[config.mk]
export PLATFORM = sky130hd
export DESIGN_NAME = mem_arbiter_flat
export DESIGN_NICKNAME = d
export VERILOG_FILES = /design/src/rtl/mem_arbiter_if.sv /design/src/rtl/mem_arbiter.sv /design/src/flat_wrapper.sv
export SDC_FILE = /design/constraint.sdc
export NUM_CORES = 1
export LEC_CHECK = 0
export CAP_MARGIN = 20
export CORE_ASPECT_RATIO = 0.9
export CORE_UTILIZATION = 44
export DETAILED_ROUTE_END_ITERATION = 8
export HOLD_SLACK_MARGIN = 0.12
export PLACE_DENSITY = 0.85
export SYNTH_ARGS = -nofsm -noshare
export SYNTH_HDL_FRONTEND = slang
export SYNTH_SLANG_ARGS = --single-unit
[constraint.sdc]
create_clock -name clk -period 2.3 [get_ports clk]
set_input_delay 0.46 -clock clk [delete_from_list [all_inputs] [get_ports clk]]
set_output_delay 0.46 -clock clk [all_outputs]
set_load 0.005 [all_outputs]
[src/rtl/mem_arbiter_if.sv]
// rtl/mem_arbiter_if.sv - fetch/data request ports and memory-controller bus shared by mem_arbiter
interface mem_arbiter_if #(
  parameter int ADDR_W = 24,
  parameter int DATA_W = 32
) ();
  logic              i_req;
  logic [ADDR_W-1:0] i_addr;
  logic              i_ack;
  logic [DATA_W-1:0] i_rdata;

  logic              d_req;
  logic              d_we;
  logic [ADDR_W-1:0] d_addr;
  logic [DATA_W-1:0] d_wdata;
  logic [1:0]        d_mode;
  logic              d_ack;
  logic [DATA_W-1:0] d_rdata;

  logic [ADDR_W-1:0] m_addr;
  logic              m_we;
  logic [DATA_W-1:0] m_data_in;
  logic [1:0]        m_instr_mode;
  logic              m_enable;
  logic [DATA_W-1:0] m_data_out;
  logic              m_op_r;

  logic              busy;
  logic              err;

  modport slave (
    input  i_req, i_addr, d_req, d_we, d_addr, d_wdata, d_mode, m_data_out, m_op_r,
    output i_ack, i_rdata, d_ack, d_rdata, m_addr, m_we, m_data_in, m_instr_mode,
           m_enable, busy, err
  );

  modport master (
    output i_req, i_addr, d_req, d_we, d_addr, d_wdata, d_mode, m_data_out, m_op_r,
    input  i_ack, i_rdata, d_ack, d_rdata, m_addr, m_we, m_data_in, m_instr_mode,
           m_enable, busy, err
  );
endinterface

[src/rtl/mem_arbiter.sv]
// rtl/mem_arbiter.sv - two-port (fetch/data) arbiter in front of a single memory controller
// Optional access timeout with err flag enabled by MEM_ARB_TIMEOUT_EN.
module mem_arbiter #(
  parameter int ADDR_W         = 24,
  parameter int DATA_W         = 32,
  parameter int DATA_PRIORITY  = 1,
  parameter int RELEASE_CYCLES = 2,
  parameter int TIMEOUT_CYCLES = 256
) (
  input  logic          clk,
  input  logic          reset,
  mem_arbiter_if.slave  bus
);

  typedef enum logic [1:0] {
    IDLE    = 2'd0,
    ACCESS  = 2'd1,
    RELEASE = 2'd2
  } state_t;

  if (RELEASE_CYCLES < 1 || RELEASE_CYCLES > 15 || TIMEOUT_CYCLES < 1) begin : g_bad_params
    $error("mem_arbiter: RELEASE_CYCLES must be 1..15 and TIMEOUT_CYCLES at least 1");
  end

  state_t            state, state_nxt;
  logic [3:0]        rel_cnt, rel_cnt_nxt;
  logic              last_grant, last_grant_nxt;
  logic [ADDR_W-1:0] addr_q, addr_nxt;
  logic              we_q, we_nxt;
  logic [DATA_W-1:0] wdata_q, wdata_nxt;
  logic [1:0]        mode_q, mode_nxt;
  logic              enable_q, enable_nxt;
  logic              i_ack_q, i_ack_nxt;
  logic              d_ack_q, d_ack_nxt;
  logic [DATA_W-1:0] i_rdata_q, i_rdata_nxt;
  logic [DATA_W-1:0] d_rdata_q, d_rdata_nxt;
  logic              busy_q, busy_nxt;
  logic              err_q, err_nxt;
  logic              pick_d;
  logic              timed_out;

`ifdef MEM_ARB_TIMEOUT_EN
  localparam int TMO_W = $clog2(TIMEOUT_CYCLES + 1);
  logic [TMO_W-1:0] tmo_cnt;

  // Counter sits at zero outside ACCESS so it is cleared on every entry.
  always_ff @(posedge clk or negedge reset) begin
    if (!reset)                tmo_cnt <= '0;
    else if (state == ACCESS)  tmo_cnt <= tmo_cnt + 1'b1;
    else                       tmo_cnt <= '0;
  end

  assign timed_out = (state == ACCESS) && (tmo_cnt == TMO_W'(TIMEOUT_CYCLES - 1));
`else
  assign timed_out = 1'b0;
`endif

  always_comb begin
    state_nxt      = state;
    rel_cnt_nxt    = rel_cnt;
    last_grant_nxt = last_grant;
    addr_nxt       = addr_q;
    we_nxt         = we_q;
    wdata_nxt      = wdata_q;
    mode_nxt       = mode_q;
    enable_nxt     = enable_q;
    i_ack_nxt      = 1'b0;
    d_ack_nxt      = 1'b0;
    i_rdata_nxt    = i_rdata_q;
    d_rdata_nxt    = d_rdata_q;
    busy_nxt       = busy_q;
    err_nxt        = 1'b0;
    // last_grant=1 means data was served last, so round-robin hands a tie to fetch.
    pick_d = bus.d_req && (!bus.i_req || (DATA_PRIORITY != 0) || !last_grant);

    case (state)
      IDLE: begin
        if (bus.i_req || bus.d_req) begin
          state_nxt      = ACCESS;
          enable_nxt     = 1'b1;
          busy_nxt       = 1'b1;
          last_grant_nxt = pick_d;
          if (pick_d) begin
            addr_nxt  = bus.d_addr;
            we_nxt    = bus.d_we;
            wdata_nxt = bus.d_wdata;
            mode_nxt  = bus.d_mode;
          end else begin
            addr_nxt  = bus.i_addr;
            we_nxt    = 1'b0;
            wdata_nxt = '0;
            mode_nxt  = 2'b00;
          end
        end
      end
      ACCESS: begin
        if (bus.m_op_r || timed_out) begin
          state_nxt   = RELEASE;
          enable_nxt  = 1'b0;
          rel_cnt_nxt = 4'(RELEASE_CYCLES - 1);
          err_nxt     = !bus.m_op_r;
          if (last_grant) begin
            d_ack_nxt = 1'b1;
            if (!bus.m_op_r) d_rdata_nxt = '0;
            else if (!we_q)  d_rdata_nxt = bus.m_data_out;
          end else begin
            i_ack_nxt   = 1'b1;
            i_rdata_nxt = bus.m_op_r ? bus.m_data_out : '0;
          end
        end
      end
      RELEASE: begin
        if (rel_cnt == 4'd0) begin
          state_nxt = IDLE;
          busy_nxt  = 1'b0;
        end else begin
          rel_cnt_nxt = rel_cnt - 4'd1;
        end
      end
      default: begin
        state_nxt = IDLE;
        busy_nxt  = 1'b0;
      end
    endcase
  end

  always_ff @(posedge clk or negedge reset) begin
    if (!reset) begin
      state      <= IDLE;
      rel_cnt    <= 4'd0;
      last_grant <= 1'b0;
      addr_q     <= '0;
      we_q       <= 1'b0;
      wdata_q    <= '0;
      mode_q     <= 2'b00;
      enable_q   <= 1'b0;
      i_ack_q    <= 1'b0;
      d_ack_q    <= 1'b0;
      i_rdata_q  <= '0;
      d_rdata_q  <= '0;
      busy_q     <= 1'b0;
      err_q      <= 1'b0;
    end else begin
      state      <= state_nxt;
      rel_cnt    <= rel_cnt_nxt;
      last_grant <= last_grant_nxt;
      addr_q     <= addr_nxt;
      we_q       <= we_nxt;
      wdata_q    <= wdata_nxt;
      mode_q     <= mode_nxt;
      enable_q   <= enable_nxt;
      i_ack_q    <= i_ack_nxt;
      d_ack_q    <= d_ack_nxt;
      i_rdata_q  <= i_rdata_nxt;
      d_rdata_q  <= d_rdata_nxt;
      busy_q     <= busy_nxt;
      err_q      <= err_nxt;
    end
  end

  assign bus.m_addr       = addr_q;
  assign bus.m_we         = we_q;
  assign bus.m_data_in    = wdata_q;
  assign bus.m_instr_mode = mode_q;
  assign bus.m_enable     = enable_q;
  assign bus.i_ack        = i_ack_q;
  assign bus.d_ack        = d_ack_q;
  assign bus.i_rdata      = i_rdata_q;
  assign bus.d_rdata      = d_rdata_q;
  assign bus.busy         = busy_q;
  assign bus.err          = err_q;

endmodule

[src/flat_wrapper.sv]
// flat-port wrapper written by rule: the top's interface ports become plain ports
module mem_arbiter_flat 
#(
  parameter int ADDR_W         = 24,
  parameter int DATA_W         = 32,
  parameter int DATA_PRIORITY  = 1,
  parameter int RELEASE_CYCLES = 2,
  parameter int TIMEOUT_CYCLES = 256
)
  (clk, reset, bus_i_req, bus_i_addr, bus_d_req, bus_d_we, bus_d_addr, bus_d_wdata, bus_d_mode, bus_m_data_out, bus_m_op_r, bus_i_ack, bus_i_rdata, bus_d_ack, bus_d_rdata, bus_m_addr, bus_m_we, bus_m_data_in, bus_m_instr_mode, bus_m_enable, bus_busy, bus_err);
  mem_arbiter_if #(.ADDR_W(ADDR_W), .DATA_W(DATA_W)) bus_i ();
  input  logic clk;
  input  logic reset;
  input wire logic [$bits(bus_i.i_req)-1:0] bus_i_req;
  input wire logic [$bits(bus_i.i_addr)-1:0] bus_i_addr;
  input wire logic [$bits(bus_i.d_req)-1:0] bus_d_req;
  input wire logic [$bits(bus_i.d_we)-1:0] bus_d_we;
  input wire logic [$bits(bus_i.d_addr)-1:0] bus_d_addr;
  input wire logic [$bits(bus_i.d_wdata)-1:0] bus_d_wdata;
  input wire logic [$bits(bus_i.d_mode)-1:0] bus_d_mode;
  input wire logic [$bits(bus_i.m_data_out)-1:0] bus_m_data_out;
  input wire logic [$bits(bus_i.m_op_r)-1:0] bus_m_op_r;
  output wire logic [$bits(bus_i.i_ack)-1:0] bus_i_ack;
  output wire logic [$bits(bus_i.i_rdata)-1:0] bus_i_rdata;
  output wire logic [$bits(bus_i.d_ack)-1:0] bus_d_ack;
  output wire logic [$bits(bus_i.d_rdata)-1:0] bus_d_rdata;
  output wire logic [$bits(bus_i.m_addr)-1:0] bus_m_addr;
  output wire logic [$bits(bus_i.m_we)-1:0] bus_m_we;
  output wire logic [$bits(bus_i.m_data_in)-1:0] bus_m_data_in;
  output wire logic [$bits(bus_i.m_instr_mode)-1:0] bus_m_instr_mode;
  output wire logic [$bits(bus_i.m_enable)-1:0] bus_m_enable;
  output wire logic [$bits(bus_i.busy)-1:0] bus_busy;
  output wire logic [$bits(bus_i.err)-1:0] bus_err;
  assign bus_i.i_req = bus_i_req;
  assign bus_i.i_addr = bus_i_addr;
  assign bus_i.d_req = bus_d_req;
  assign bus_i.d_we = bus_d_we;
  assign bus_i.d_addr = bus_d_addr;
  assign bus_i.d_wdata = bus_d_wdata;
  assign bus_i.d_mode = bus_d_mode;
  assign bus_i.m_data_out = bus_m_data_out;
  assign bus_i.m_op_r = bus_m_op_r;
  assign bus_i_ack = bus_i.i_ack;
  assign bus_i_rdata = bus_i.i_rdata;
  assign bus_d_ack = bus_i.d_ack;
  assign bus_d_rdata = bus_i.d_rdata;
  assign bus_m_addr = bus_i.m_addr;
  assign bus_m_we = bus_i.m_we;
  assign bus_m_data_in = bus_i.m_data_in;
  assign bus_m_instr_mode = bus_i.m_instr_mode;
  assign bus_m_enable = bus_i.m_enable;
  assign bus_busy = bus_i.busy;
  assign bus_err = bus_i.err;
  mem_arbiter #(.ADDR_W(ADDR_W), .DATA_W(DATA_W), .DATA_PRIORITY(DATA_PRIORITY), .RELEASE_CYCLES(RELEASE_CYCLES), .TIMEOUT_CYCLES(TIMEOUT_CYCLES)) u_core (.clk(clk), .reset(reset), .bus(bus_i));
endmodule
==> Yosys cells after proc, flatten, opt, wreduce, memory -nomap -nowiden <==
Cells that the tools add are included.
{ "totals": {"register_bits": 135, "input_bits": 120, "output_inout_bits": 128, "elab_cells": 61} }
{ "op_classes": {"n_eq_ne": 6, "bitwise_logic": 3, "addsub": 1, "reduce_logical": 13, "mux": 24} }
{ "ops": {"columns": ["cell", "count"], "rows": [
  ["2-to-1 mux 32 bit", 1],
  ["2-to-1 mux 24 bit", 1],
  ["AND reduction 3 bit", 5],
  ["2-to-1 mux 1 bit", 12],
  ["2-to-1 mux 2 bit", 4],
  ["2-to-1 mux 4 bit", 2],
  ["one-hot mux 4 bit (2 select lines)", 1],
  ["one-hot mux 2 bit (3 select lines)", 1],
  ["zero test 4 bit", 1],
  ["inequality test 2 x 1 -> 1 bit, second input constant", 2],
  ["inequality test 2 bit, second input constant", 2],
  ["AND reduction 4 bit", 1],
  ["nonzero test 2 bit", 2],
  ["subtractor 4 x 1 -> 4 bit, second input constant", 1],
  ["inverter 1 bit", 3],
  ["one-hot mux 1 bit (3 select lines)", 1],
  ["equality test 2 x 1 -> 1 bit, second input constant", 1],
  ["equality test 2 bit, second input constant", 1],
  ["zero test 2 bit", 1],
  ["one-hot mux 1 bit (2 select lines)", 1],
  ["AND reduction 2 bit", 1],
  ["zero test 1 bit", 1],
  ["logical OR 1 bit", 1]
]} }

==> Depth between registers and ports, before layout <==
Gate-level depths: netlist (run 1).
{ "logic_depth": {"ltp_word": 3, "mapped_depth": 5, "mapped_depth_nobuf": 5} }

==> Worst setup path after synthesis (run 1) <==
OpenSTA, ideal clock, no wires.
{ "synth_timing": {"kind": "in2reg", "from": "input bus_d_req", "to": "register u_core.addr_q[0], in the netlist u_core.bus.m_addr[0]", "path_stages": 4, "required_time_ns": 2.175, "setup_ns": 0.125, "arrival_time_ns": 1.444, "path_slack_ns": 0.731, "path_cell_list": "buf_2 buf_2 mux2_2 mux2_2"} }
{ "synth_between": {"elab_chain_cells": 2, "word_cells_on_any_way": 3, "classes_between": "mux: 1; reduce/logical: 2"} }
{ "synth_rtl": {"columns": ["element", "line_no", "source"], "rows": [
  ["from (decl)", "flat_wrapper.sv:16", "input wire logic [$bits(bus_i.d_req)-1:0] bus_d_req;"],
  ["logical OR 1 bit", "mem_arbiter.sv:78", "if (bus.i_req || bus.d_req) begin"],
  ["AND reduction 2 bit (no line)", null, null],
  ["to (signal assigned)", "mem_arbiter.sv:147", "addr_q <= addr_nxt;"],
  ["to (decl)", "mem_arbiter.sv:28", "logic [ADDR_W-1:0] addr_q, addr_nxt;"]
]} }
Several ways; a longest one is shown, not always the timed one.
A chain may end at the register's enable or synchronous reset.

==> Final worst setup path (run 1) <==
{ "layout_timing": {"from": "register u_core.we_q, in the netlist u_core.bus.m_we", "to": "output bus_m_we"} }
{ "layout_lines": {"columns": ["element", "line_no", "source"], "rows": [
  ["from (decl)", "mem_arbiter.sv:29", "logic we_q, we_nxt;"],
  ["from (signal assigned)", "mem_arbiter.sv:148", "we_q <= we_nxt;"],
  ["to (decl)", "flat_wrapper.sv:28", "output wire logic [$bits(bus_i.m_we)-1:0] bus_m_we;"]
]} }
No word-level cell between the ends.

==> reports/results.ini, run 1 <==
[outcome]
outcome=completed

[global_route]
grt.total_usage_pct=22.9
grt_max_degree=68
grt_pass1_wl_um=21800
antenna_found_initial=0
grt_pass1_vias=4182
grt-ovfl-total=0

[timing]
period_minus_slack_ns=1.84
grt_setup_unrepaired=no
finClkSkew_ns=0.00671
fin_crit_sh_pct=79.9
setup_ws_ns=0.462
hold_viol=0
tns_ns=0
fmax_mhz=544
drv_slew=0
setup_violations=0

[floorplanning]
die_w_um=118
die_area_mm2=0.0125
coreArea_mm2=0.0116
start_util_pct=45.7
std_cell_rows=37
die_h_um=106
pin_count=248

[yosys]
netlist.area_leader.share_pct=63.1
ys_types=30
async_flop_share_pct=100
synthTopCellsByArea=dfrtp_1, mux2_2, a22o_1, buf_6, buf_2
ys_seq_area_share_pct=63.1
synth_common_cells=dfrtp_1, mux2_2, a22o_1
synth_most_common_cell=dfrtp_1
postSynthAreaPerCell_um2=15.8
ys.warnings.count=0
ys_seq_elements=134
synth_area_mm2=0.00532
post-synth-top-area-cell=dfrtp_1
synth_edf_count=0
postSynthCellCount=336
synth_nets=458
ys.flop_type=dfrtp_1

[final_layout]
final_net_count=715
drive_gt1_share_pct=26.0
num_antenna_cells=0
nFillCells=730
areaGrowthSynthToFinish_pct=61.4
final_area_mm2=0.00858

[critical_path]
path_cells=clkdlybuf4s50_1
worstPathMaxFanout=3
cpLargestDelayFamily=buffers and inverters
required_ns=1.84
crit_path_end_kind=output pin
path_class=register to output pin
crit_slowest_cell=clkdlybuf4s50_1
arrival_ns=1.38
critical_path_depth=1
critPathMaxStageDelay_ns=0.54
cp_num_buf_inv=1
rr_worst_depth=5
startpoint_type=register

[routing]
wl_per_cell_um=18.0
via_per_inst=4.99
ant_nets=0
drtPass1Iterations=5
vias=3794
drc_errors=0
drt_iter0_drc=162
drt_wl_total_um=13700

[min_path]
min_path_type=input port to async pin

[power]
p_per_area_mw_per_mm2=1370
seq_power_share_pct=36.0
power.switching_mw=3.18
p_total_mw=11.7
switching_share_pct=27.1
p_int_mw=8.56
p_leak_nw=3.63
peakVddDrop_uv=775
clkPwrFrac_pct=23.1
comb_power_share_pct=41.0

[clocking]
root_buffer=clkbuf_16
post-cts-setup-buffers=0
clock_tree.buffer_depth=2
cts_buffers=17
ctsResizeCount=0
clock-sinks=134
cts_tree=yes
clk_pin_slew_worst_paths_ns=0.05
clk_latency_ns=0.41
htreeDepth=4

[placed_design]
dp.final_hpwl_um=9730
place_ws_ns=0.250
dpl_cell_area_mm2=0.00798
gp_congestion=0.778
io_buffers=246

[run]
cap_violations=0

-- through the flow --
step	hold WS (ns)	cells	util, %
after global placement	0.346	729	68.7
after global routing	0.462	760	73.8
final	0.460	760	73.8
after floorplan	0.164	336	-
after CTS	0.454	760	73.8
after detailed placement	0.353	729	68.7
-- sequential cells by signal (all words and copies together) (netlist names) --
name and cells:
u_core.bus.m_enable 1, u_core.rel_cnt 4, u_core.bus.d_rdata 32, u_core.bus.busy 1, u_core.bus.m_instr_mode 2, u_core.state 2, u_core.bus.i_ack 1, u_core.last_grant 1
u_core.bus.m_addr 24, u_core.bus.m_we 1, u_core.bus.i_rdata 32, u_core.bus.d_ack 1, u_core.bus.m_data_in 32
-- area by class of cell --
cell class                      instances  area (um2)  share of cell area (%)
Timing Repair Buffer                  258        2620                    30.5
Clock inverter                          8         125                    1.46
Sequential cell                       134        3350                    39.1
Clock buffer                           22         464                    5.41
Multi-Input combinational cell        178        1810                    21.1
Tap cell                              156         195                    2.27
Inverter                                4        15.0                   0.175
-- layer usage --
| metal | wire, um | vias to the layer above | track usage [%] |
|---|---|---|---|
| li1 | - | 1727 | - |
| met1 | 5420 | 1876 | 25.7 |
| met2 | 6920 | 180 | 39.6 |
| met3 | 1240 | 11 | 9.44 |
| met4 | 130 | 0 | 7.05 |
| met5 | 0 | - | 0 |
-- path summary, 6_finish.rpt --
check / start / endpoint / slack, ns
max reg2reg: u_core.rel_cnt[0]$_DFFE_PN0P_ / u_core.rel_cnt[0]$_DFFE_PN0P_ / 0.56
max in group asynchronous: reset / u_core.bus.d_rdata[18]$_DFFE_PN0P_ / 1.22
min in group clk: u_core.bus.m_enable$_DFFE_PN0P_ / u_core.bus.m_enable$_DFFE_PN0P_ / 0.48
min: reset / u_core.bus.m_data_in[17]$_DFFE_PN0P_ / 0.46
min reg2reg: u_core.bus.m_enable$_DFFE_PN0P_ / u_core.bus.m_enable$_DFFE_PN0P_ / 0.48
max: u_core.bus.m_we$_DFFE_PN0P_ / bus_m_we / 0.46
-- worst reg2reg max path, cell delays in order (launching register included) --
cell,delay [ns]
dfrtp_1,0.40
inv_1,0.11
ha_1,0.16
nor3b_1,0.43
o21ai_0,0.21
mux2_2,0.31
-- power by group through the flow --
stage          combinational (mW)  sequential, mW  clock (mW)
2_1_floorplan                1.78            4.25           0
3_3_place_gp                 4.70            4.17           0
3_5_place_dp                 4.85            4.23           0
4_1_cts                      4.88            4.23        2.75
5_1_grt                      5.15            4.37        2.86
6_report                     4.81            4.23        2.71
-- cells in the final DEF, fill, tap and decap left out, types with 2 or more instances in the layout --
master	n
nor2_1	2
inv_1	4
nand2_1	2
bufinv_16	3
clkbuf_8	2
nand2b_1	3
clkbuf_16	17
a22o_1	35
buf_4	7
dfrtp_1	134
a211oi_1	2
mux2_2	111
clkinv_4	2
a31o_2	2
clkdlybuf4s50_1	245
o21ai_0	3
mux2_1	2
ha_1	2
clkinv_2	2
buf_12	5
clkbuf_1	3
-- logic make-up (layout without fill, tap and decap cells) --
family	after synthesis	count (layout)	synth area share (%)
buffers and inverters	24	292	2.80
other	1	1	0.0706
AO/OA/AOI/OAI	47	47	7.53
adder cells (fa/ha/maj)	2	2	0.471
flip-flops	134	134	63.1
AND/OR/NAND/NOR	15	15	2.10
multiplexers	113	113	23.9
-- repair_timing --
action / CTS / global route
endpoints found under the hold margin: 16 / 0
endpoints found under the setup margin: 0 / 0
hold buffers: 1 / 0
No activity file was read; power rests on OpenSTA's default activity.
==> inputs of run 2 (changes only) <==
Settings changed: CORE_UTILIZATION 44 to 41, PLACE_DENSITY 0.85 to 0.8.
Clock period 2.3 ns to 1.7 ns, I/O delays scaled along.
==> run 2 against run 1 <==
  * First-iteration DRC count increased by 22%
  * Setup slack got worse by 0.40 ns
  * Non-clock buffer count increased by 7
  * Critical path depth unchanged
  * Clock skew about the same
==> reports/results.ini, run 2 (synthesis gave the netlist of run 1 again) <==
[final_layout]
drive_gt1_share_pct=27.5  ; +1.5 points
final_common_cell=clkdlybuf4s50_1
final_net_count=722  ; +0.98%
most-common-layout-cells=clkdlybuf4s50_1, dfrtp_1, mux2_2, a22o_1, clkbuf_16
final_area_mm2=0.00866  ; +0.98%
areaGrowthSynthToFinish_pct=63.0
nFillCells=866  ; +19%
num_antenna_cells=0  ; unchanged
fin_cells=776  ; +2.1%

[placed_design]
io_buffers=246  ; unchanged
dpl.cell_count=742  ; +1.8%
dp.final_hpwl_um=9740  ; about the same
dpl_cell_area_mm2=0.00807  ; +1.1%
gp_congestion=0.751  ; -3.5%

[floorplanning]
die_h_um=110  ; +3.5%
coreArea_mm2=0.0127  ; +9.2%
start_util_pct=41.9  ; -3.8 points
die_area_mm2=0.0134  ; +7.2%
die_w_um=122  ; +3.5%
pin_count=248  ; unchanged
std_cell_rows=39  ; +5.4%

[timing]
hold_viol=0  ; unchanged
period_minus_slack_ns=1.64
fmax_mhz=609
setup_violations=0  ; unchanged
fin_crit_sh_pct=96.5
grt_setup_unrepaired=no
drv_slew=0  ; unchanged
finClkSkew_ns=0.00648  ; -0.000234 ns

[routing]
via_per_inst=4.96  ; -0.67%
drc_errors=0  ; unchanged
drt_wl_total_um=13400  ; -2.0%
drtPass1Iterations=4  ; -1
vias=3848  ; +1.4%
drt_iter0_drc=197  ; +22%
ant_nets=0  ; unchanged
wl_per_cell_um=17.3  ; -4.0%

[clocking]
cts_buffers=17  ; unchanged
clk_pin_slew_worst_paths_ns=0.05  ; about the same
clock-sinks=134  ; unchanged
htreeDepth=4  ; unchanged
clock_tree.buffer_depth=2  ; unchanged
cts_tree=yes
root_buffer=clkbuf_16
clk_latency_ns=0.41  ; about the same

[critical_path]
arrival_ns=1.30  ; -0.08 ns
cpLargestDelayFamily=buffers and inverters
r2r-end=u_core.rel_cnt[0]$_DFFE_PN0P_
path_class=register to output pin
rr_worst_depth=5  ; unchanged
rrSetupSlack_ns=0.14  ; -0.42 ns
path_cells=clkdlybuf4s50_1
crit_slowest_cell=clkdlybuf4s50_1
reg2reg_from=u_core.rel_cnt[0]$_DFFE_PN0P_
cp_num_buf_inv=1  ; unchanged
critPathMaxStageDelay_ns=0.53  ; about the same
crit_path_end_kind=output pin
startpoint_type=register
required_ns=1.36  ; -0.48 ns
worstPathMaxFanout=2  ; -1

[global_route]
antenna_found_initial=0  ; unchanged
grt_max_degree=72  ; +5.9%
grt_pass1_vias=3938  ; -5.8%
grt-ovfl-total=0  ; unchanged
grt_pass1_wl_um=20400  ; -6.3%
grt.total_usage_pct=20.4  ; -2.4 points

[power]
p_leak_nw=3.69  ; +1.7%
peakVddDrop_uv=914  ; +18%
p_per_area_mw_per_mm2=1830  ; +34%

[outcome]
outcome=completed

[run]
cap_violations=0  ; unchanged

[min_path]
min_path_type=input port to async pin

==> run 2: cell types whose count changed in the layout (fill, tap and decap cells not counted), sizes merged <==
cell           change
inv                +1
dlymetal6s2s       +2
bufinv             -1
clkinv             +3
clkbuf             -4
clkinvlp           +2
clkdlybuf4s50      -2
buf                +7
==> run 2: power breakdown <==
part           leakage, nW  total (mW)  internal (mW)  switching (mW)
registers             1.63        5.71           4.79           0.917
logic                 1.79        6.66           4.56            2.10
clock network        0.272        3.48           2.14            1.34
total                 3.69        15.9           11.5            4.35
==> run 2: routing by layer <==
| metal | part of all wire [%] | vias to the layer above | global-route usage [%] |
|---|---|---|---|
| li1 | - | 1743 | - |
| met1 | 40 | 1908 | 24.0 |
| met2 | 49 | 182 | 34.2 |
| met3 | 9.2 | 15 | 7.66 |
| met4 | 1.0 | 0 | 7.58 |
| met5 | 0 | - | 0 |
==> run 2: worst register-to-register path: cells and delay by family (launching register included) <==
family                   cells  cell delay [ns]
adder cells (fa/ha/maj)      1             0.20
multiplexers                 1             0.27
AND/OR/NAND/NOR              2             0.52
flip-flops                   1             0.36
buffers and inverters        1             0.09
==> run 2: what timing repair did <==
action / in CTS / in global routing
endpoints found under the hold margin: 134 / 0
setup endpoints to repair: 2 / 3
setup buffers: 1 / 1
hold buffers: 1 / 0
resized for setup: 1 / 2
==> run 2: area by class of cell <==
class	instances	area (um2)	area share, %
multi-input combinational	178	1820	21.0
tap	164	205	2.37
clock buffer	18	429	4.95
sequential	134	3350	38.7
clock inverter	13	134	1.55
inverter	4	15.0	0.173
timing repair buffer	265	2710	31.3
==> run 2: how the worst max path moves through the flow <==
stage	cells after the start	startpoint	endpoint	slack, ns
after global placement	5	bus_d_req	u_core.bus.m_addr[20]$_DFFE_PN0P_	-0.18
after floorplan	4	u_core.state[1]$_DFFE_PN0P_	u_core.bus.i_rdata[10]$_DFFE_PN0P_	0.20
after global routing	1	u_core.bus.i_rdata[6]$_DFFE_PN0P_	bus_i_rdata[6]	0.0005
after detailed placement	5	bus_m_op_r	u_core.bus.d_rdata[15]$_DFFE_PN0P_	-0.22
final	1	u_core.bus.m_data_in[1]$_DFFE_PN0P_	bus_m_data_in[1]	0.06
after CTS	1	u_core.bus.m_data_in[0]$_DFFE_PN0P_	bus_m_data_in[0]	0.01
==> run 2: metrics by stage <==
| stage | utilization, % | setup TNS, ns | setup WS (ns) | hold WS [ns] | total power [mW] |
|---|---|---|---|---|---|
| finish | 68.3 | 0 | 0.0590 | 0.478 | 15.9 |
| global placement | 63.6 | -16.53 | -0.178 | 0.381 | 12.2 |
| global route | 68.3 | 0 | 0.000524 | 0.495 | 16.8 |
| floorplan | - | 0 | 0.196 | 0.0444 | 8.15 |
| detailed placement | 63.6 | -19.16 | -0.218 | 0.385 | 12.4 |
| CTS | 68.2 | 0 | 0.0141 | 0.486 | 16.0 |
